## src/rtl/shiftreg_universal.sv

```systemverilog
// Universal shift register: hold/load/shift-left/shift-right/rotate/clear with a word-boundary counter.
// Latency: one cycle from the sampling edge to the visible register contents and strobe.
// Backpressure: none; en=0 freezes all state and suppresses the word strobe.
module shiftreg_universal #(
   parameter int DATA_WIDTH = 8,
   parameter int CNT_WIDTH  = $clog2(DATA_WIDTH)
) (
   input  logic                  clk,
   input  logic                  rst_n,
   input  logic                  en,
   input  logic [2:0]            mode,
   input  logic                  in_serial_l,
   input  logic                  in_serial_r,
   input  logic [DATA_WIDTH-1:0] in_data,
   output logic [DATA_WIDTH-1:0] out_data,
   output logic                  out_serial_l,
   output logic                  out_serial_r,
   output logic [CNT_WIDTH-1:0]  out_shift_cnt,
   output logic                  out_word_vld
);

   typedef enum logic [2:0] {
      MODE_HOLD  = 3'b000,
      MODE_LOAD  = 3'b001,
      MODE_SHL   = 3'b010,
      MODE_SHR   = 3'b011,
      MODE_ROL   = 3'b100,
      MODE_ROR   = 3'b101,
      MODE_CLEAR = 3'b110,
      MODE_RSVD  = 3'b111
   } mode_e;

   localparam logic [CNT_WIDTH-1:0] CNT_LAST = CNT_WIDTH'(DATA_WIDTH - 1);
   localparam logic [CNT_WIDTH-1:0] CNT_ONE  = CNT_WIDTH'(1);

   logic [DATA_WIDTH-1:0] data_q, data_d;
   logic [CNT_WIDTH-1:0]  cnt_q, cnt_d;
   logic                  vld_q, vld_d;
   logic                  advance;

   // Next-state decode; everything defaults to hold so idle and reserved cases stay defined.
   always_comb begin
      data_d  = data_q;
      cnt_d   = cnt_q;
      vld_d   = 1'b0;
      advance = 1'b0;
      if (en) begin
         case (mode_e'(mode))
            MODE_LOAD: begin
               data_d = in_data;
               cnt_d  = '0;
            end
            MODE_SHL: begin
               data_d  = {data_q[DATA_WIDTH-2:0], in_serial_l};
               advance = 1'b1;
            end
            MODE_SHR: begin
               data_d  = {in_serial_r, data_q[DATA_WIDTH-1:1]};
               advance = 1'b1;
            end
            MODE_ROL:   data_d = {data_q[DATA_WIDTH-2:0], data_q[DATA_WIDTH-1]};
            MODE_ROR:   data_d = {data_q[0], data_q[DATA_WIDTH-1:1]};
            MODE_CLEAR: begin
               data_d = '0;
               cnt_d  = '0;
            end
            default: ; // HOLD and the reserved code leave state untouched
         endcase
      end
      // Both shift directions share one counter; a wrap marks a completed word.
      if (advance) begin
         if (cnt_q == CNT_LAST) begin
            cnt_d = '0;
            vld_d = 1'b1;
         end else begin
            cnt_d = cnt_q + CNT_ONE;
         end
      end
   end

   // State registers; the strobe is rewritten every cycle so it lasts exactly one cycle.
   always_ff @(posedge clk or negedge rst_n) begin
      if (!rst_n) begin
         data_q <= '0;
         cnt_q  <= '0;
         vld_q  <= 1'b0;
      end else begin
         data_q <= data_d;
         cnt_q  <= cnt_d;
         vld_q  <= vld_d;
      end
   end

   assign out_data      = data_q;
   assign out_serial_l  = data_q[DATA_WIDTH-1];
   assign out_serial_r  = data_q[0];
   assign out_shift_cnt = cnt_q;
   assign out_word_vld  = vld_q;

endmodule

```

## config.mk

```make
export PLATFORM = sky130hd
export DESIGN_NAME = shiftreg_universal
export DESIGN_NICKNAME = d
export VERILOG_FILES = /design/src/rtl/shiftreg_universal.sv
export SDC_FILE = /design/constraint.sdc
export NUM_CORES = 1
export LEC_CHECK = 0
export ABC_AREA = 1
export CORE_MARGIN = 4
export CORE_UTILIZATION = 35
export DETAILED_ROUTE_END_ITERATION = 6
export GPL_TIMING_DRIVEN = 0
export PLACE_DENSITY = 0.74
export SLEW_MARGIN = 10
export SYNTH_ARGS = -nofsm -noshare
export SYNTH_HDL_FRONTEND = slang
export SYNTH_SLANG_ARGS = --single-unit
```

## constraint.sdc

```tcl
create_clock -name clk -period 1.75 [get_ports clk]
set_clock_uncertainty 0.15 [all_clocks]
set_input_delay 0.35 -clock clk [delete_from_list [all_inputs] [get_ports clk]]
set_output_delay 0.35 -clock clk [all_outputs]
set_load 0.1 [all_outputs]
```

==> impl_metrics.xml, run 1 <==
<?xml version="1.0" encoding="UTF-8"?>
<metrics>
  <group name="floorplanning">
    <metric name="floorplan.rows" unit="">17</metric>
    <metric name="dieArea" unit="sq um">3120</metric>
    <metric name="floorplan.initialDensity" unit="%">36.6</metric>
    <metric name="core_area" unit="sq um">2190</metric>
    <metric name="num_io_pins" unit="">30</metric>
    <metric name="dieWidth" unit="microns">55.8</metric>
    <metric name="die-height" unit="microns">55.8</metric>
  </group>
  <group name="synthesis">
    <metric name="yosysUniqueCellTypes" unit="">18</metric>
    <metric name="synth_flop_cell" unit="">dfrtp_1</metric>
    <metric name="synth.top_cells.by_area" unit="">dfrtp_1, nand2_1, nor2_1, nand3_1, inv_1</metric>
    <metric name="yosys.area.top_type" unit="">dfrtp_1</metric>
    <metric name="yosys_register_bits" unit="">12</metric>
    <metric name="synthDominantCellAreaShare" unit="%">37.5</metric>
    <metric name="ys_async_sr_fraction" unit="%">100</metric>
    <metric name="ys_warn_count" unit="">0</metric>
    <metric name="synthMostInstantiatedCell" unit="">nand2_1</metric>
    <metric name="netlist_top_cells_count" unit="">nand2_1, nor2_1, dfrtp_1</metric>
    <metric name="synth_enable_flop_cells" unit="">0</metric>
    <metric name="postSynthAreaPerCell" unit="sq um">6.79</metric>
    <metric name="synth_sequential_area_ratio" unit="%">37.5</metric>
    <metric name="netlist_area" unit="sq um">801</metric>
    <metric name="mappedNetlistNets" unit="">136</metric>
    <metric name="post_synth_inst_count" unit="">118</metric>
  </group>
  <group name="final_layout">
    <metric name="antenna_cells_inserted" unit="">0</metric>
    <metric name="final_util" unit="%">50.4</metric>
    <metric name="final-instance-count-excl-fill" unit="">179</metric>
    <metric name="final.fill_count" unit="">225</metric>
    <metric name="layout.nets" unit="">170</metric>
    <metric name="final_layout_size_suffix_gt1_share" unit="%">22.5</metric>
    <metric name="layout-area-overhead-vs-synth" unit="%">38.0</metric>
  </group>
  <group name="clocking">
    <metric name="clk_pin_slew" unit="ps">80</metric>
    <metric name="tritoncts_clock_tree" unit="">done</metric>
    <metric name="clock_tree.buffer_depth" unit="">2</metric>
    <metric name="cts.sink_count" unit="">12</metric>
    <metric name="h-tree-depth" unit="">1</metric>
    <metric name="root_buffer" unit="">clkbuf_4</metric>
    <metric name="clock_buffer_count_from_cts" unit="">3</metric>
    <metric name="clock_latency_reported_for_the_late_side_of_the_worst_skew_pair" unit="ps">270</metric>
  </group>
  <group name="sta">
    <metric name="whs" unit="ps">279</metric>
    <metric name="fmaxAchievable" unit="MHz">585</metric>
    <metric name="timing.max_slew.rel_slack" unit="%">63.3</metric>
    <metric name="rsz0062_at_grt" unit="">false</metric>
    <metric name="finalHoldViolCount" unit="">0</metric>
    <metric name="setup-tns-final" unit="ps">0</metric>
    <metric name="report.final.setup_viol" unit="">0</metric>
    <metric name="finalMaxSlewViolations" unit="">0</metric>
    <metric name="period_needed" unit="ps">1710</metric>
    <metric name="tightest_slew" unit="ps">549</metric>
    <metric name="final.period_utilization" unit="%">97.7</metric>
  </group>
  <group name="power_and_ir_drop">
    <metric name="power_report.internal_total" unit="uW">556</metric>
    <metric name="power.share.switching" unit="%">54.5</metric>
    <metric name="switching_power" unit="uW">667</metric>
    <metric name="vdd_ir_drop_max" unit="mV">0.627</metric>
    <metric name="combinationalPowerShare" unit="%">54.6</metric>
    <metric name="p_seq_share" unit="%">30.5</metric>
    <metric name="power_frac_clock" unit="%">14.9</metric>
    <metric name="power_per_cell_area" unit="nW/um^2">1110</metric>
    <metric name="power.leakage" unit="uW">0.000591</metric>
  </group>
  <group name="grt">
    <metric name="met2_usage" unit="%">22.0</metric>
    <metric name="use_met3" unit="%">2.32</metric>
    <metric name="grt_max_degree" unit="">13</metric>
    <metric name="number_of_antenna_violations_at_the_first_check_in_global_routing" unit="">0</metric>
    <metric name="grt_overflow_total" unit="">0</metric>
    <metric name="gr-max-usage-layer" unit="">met2</metric>
    <metric name="wire_length_of_the_first_global_routing_pass" unit="mm">3.58</metric>
    <metric name="first_global_vias" unit="">829</metric>
    <metric name="grt_use_met1" unit="%">19.0</metric>
    <metric name="track_usage" unit="%">13.9</metric>
  </group>
  <group name="critical_path">
    <metric name="critical-path-slowest-cell" unit="">clkdlybuf4s15_2</metric>
    <metric name="worstSetupPathType" unit="">reg -&gt; out</metric>
    <metric name="critPathRequiredTime" unit="ps">1250</metric>
    <metric name="critical_path_peak_fanout" unit="">3</metric>
    <metric name="timing.critical_path.arrival" unit="ps">1210</metric>
    <metric name="critPathTopFamily" unit="">buffers and inverters</metric>
    <metric name="end_kind" unit="">output pin</metric>
    <metric name="timing.critical_path.cells" unit="">clkdlybuf4s15_2</metric>
    <metric name="cp-start-kind" unit="">register</metric>
    <metric name="crit_path_max_incr_delay" unit="ps">550</metric>
    <metric name="cp_num_buf_inv" unit="">1</metric>
  </group>
  <group name="placement">
    <metric name="hpwlAfterDp" unit="mm">1.47</metric>
    <metric name="gpl.final_weighted_congestion" unit="">0.748</metric>
    <metric name="buffer_ports.inserted" unit="">29</metric>
    <metric name="placed_cells_incl_taps" unit="">175</metric>
  </group>
  <group name="drt">
    <metric name="ant_nets" unit="">0</metric>
    <metric name="vias" unit="">834</metric>
    <metric name="drtIter0Drc" unit="">26</metric>
    <metric name="post-route-drc-count" unit="">0</metric>
    <metric name="drtPass1Iterations" unit="">4</metric>
    <metric name="vias_per_cell" unit="">4.66</metric>
    <metric name="routed_wl" unit="mm">1.95</metric>
    <metric name="drt-wirelength-per-cell" unit="microns">10.9</metric>
  </group>
  <group name="flow_run">
    <metric name="cap_viol_max_count" unit="">0</metric>
  </group>
  <group name="outcome">
    <metric name="status" unit="">complete, no violations</metric>
  </group>
  <group name="hold_path">
    <metric name="hold_path.class" unit="">in -&gt; async</metric>
  </group>
</metrics>
-- per-stage QoR --
stage          power (uW)  cell area [sq um]  setup slack, ps
4_1_cts              1260               1160             4.00
5_1_grt              1290               1100             3.08
3_5_place_dp         1090               1130             -365
3_3_place_gp         1090               1130             -361
2_1_floorplan         905                806            -16.8
6_report             1220               1100             39.9
-- sequential cells by signal, indices dropped and copies added (netlist names) --
name and cells:
out_data 8, out_shift_cnt 3, out_word_vld 1
-- logic make-up after synthesis --
logic type                 Yosys count  share of synthesized area (%)
AOI/OAI and AO/OA                    6                           5.00
adders and majority gates            2                           3.12
buffers and inverters               13                           9.06
DFF                                 12                           37.5
and+or+nand+nor                     85                           45.3
-- power groups by stage --
stage / Sequential [uW] / Clock [uW] / Combinational, uW
finish: 373 / 182 / 668
global route: 382 / 205 / 706
CTS: 374 / 187 / 700
detailed placement: 379 / 0 / 716
global placement: 378 / 0 / 711
floorplan: 700 / 0 / 205
-- placed cells by master (no fill, tap or decap), drive strengths merged, types with 4 or more instances in the layout --
master         count
clkbuf             4
nand3             11
dfrtp             12
inv                8
nand2             51
nor2              22
clkdlybuf4s50     14
buf               17
-- layout make-up --
cell class,count,area (sq um),area share [%]
clock buffers,4,26.3,2.38
well taps,28,35.0,3.17
inverters,8,30.0,2.72
multi-input cells,93,428,38.7
repair buffers,29,238,21.5
plain buffers,5,42.5,3.85
flip-flops and latches,12,305,27.6
-- path summary, 6_finish.rpt --
kind / from / to / slack (ps) / depth (start not counted)
setup / recovery: out_shift_cnt[1] / out_shift_cnt[1] / 40 / 1
min in group clk: out_shift_cnt[0] / out_shift_cnt[0] / 350 / 1
max in group asynchronous: rst_n / out_data[0] / 770 / 1
hold reg to reg: out_shift_cnt[0] / out_shift_cnt[0] / 350 / 1
setup reg to reg: out_shift_cnt[0] / out_shift_cnt[2] / 370 / 3
hold / removal: rst_n / out_data[6] / 280 / 1
-- per-layer routing --
metal | wire length [microns] | vias up
met5 | 0 | -
met4 | 30 | 0
met3 | 77 | 4
met2 | 860 | 18
met1 | 984 | 378
li1 | - | 434
-- what timing repair did --
item | CTS | global route
resized for setup | 48 | 18
endpoints found under the setup margin | 14 | 13
hold buffers | 0 | 0
setup buffers | 0 | 0
Power figures use the tool's default switching activity.
==> run 2: changes to the inputs <==
- ABC_CLOCK_PERIOD_IN_PS: unset -> 1750
==> results of run 2 <==
No change in the layout: final DEF, timing and power equal those of run 1.
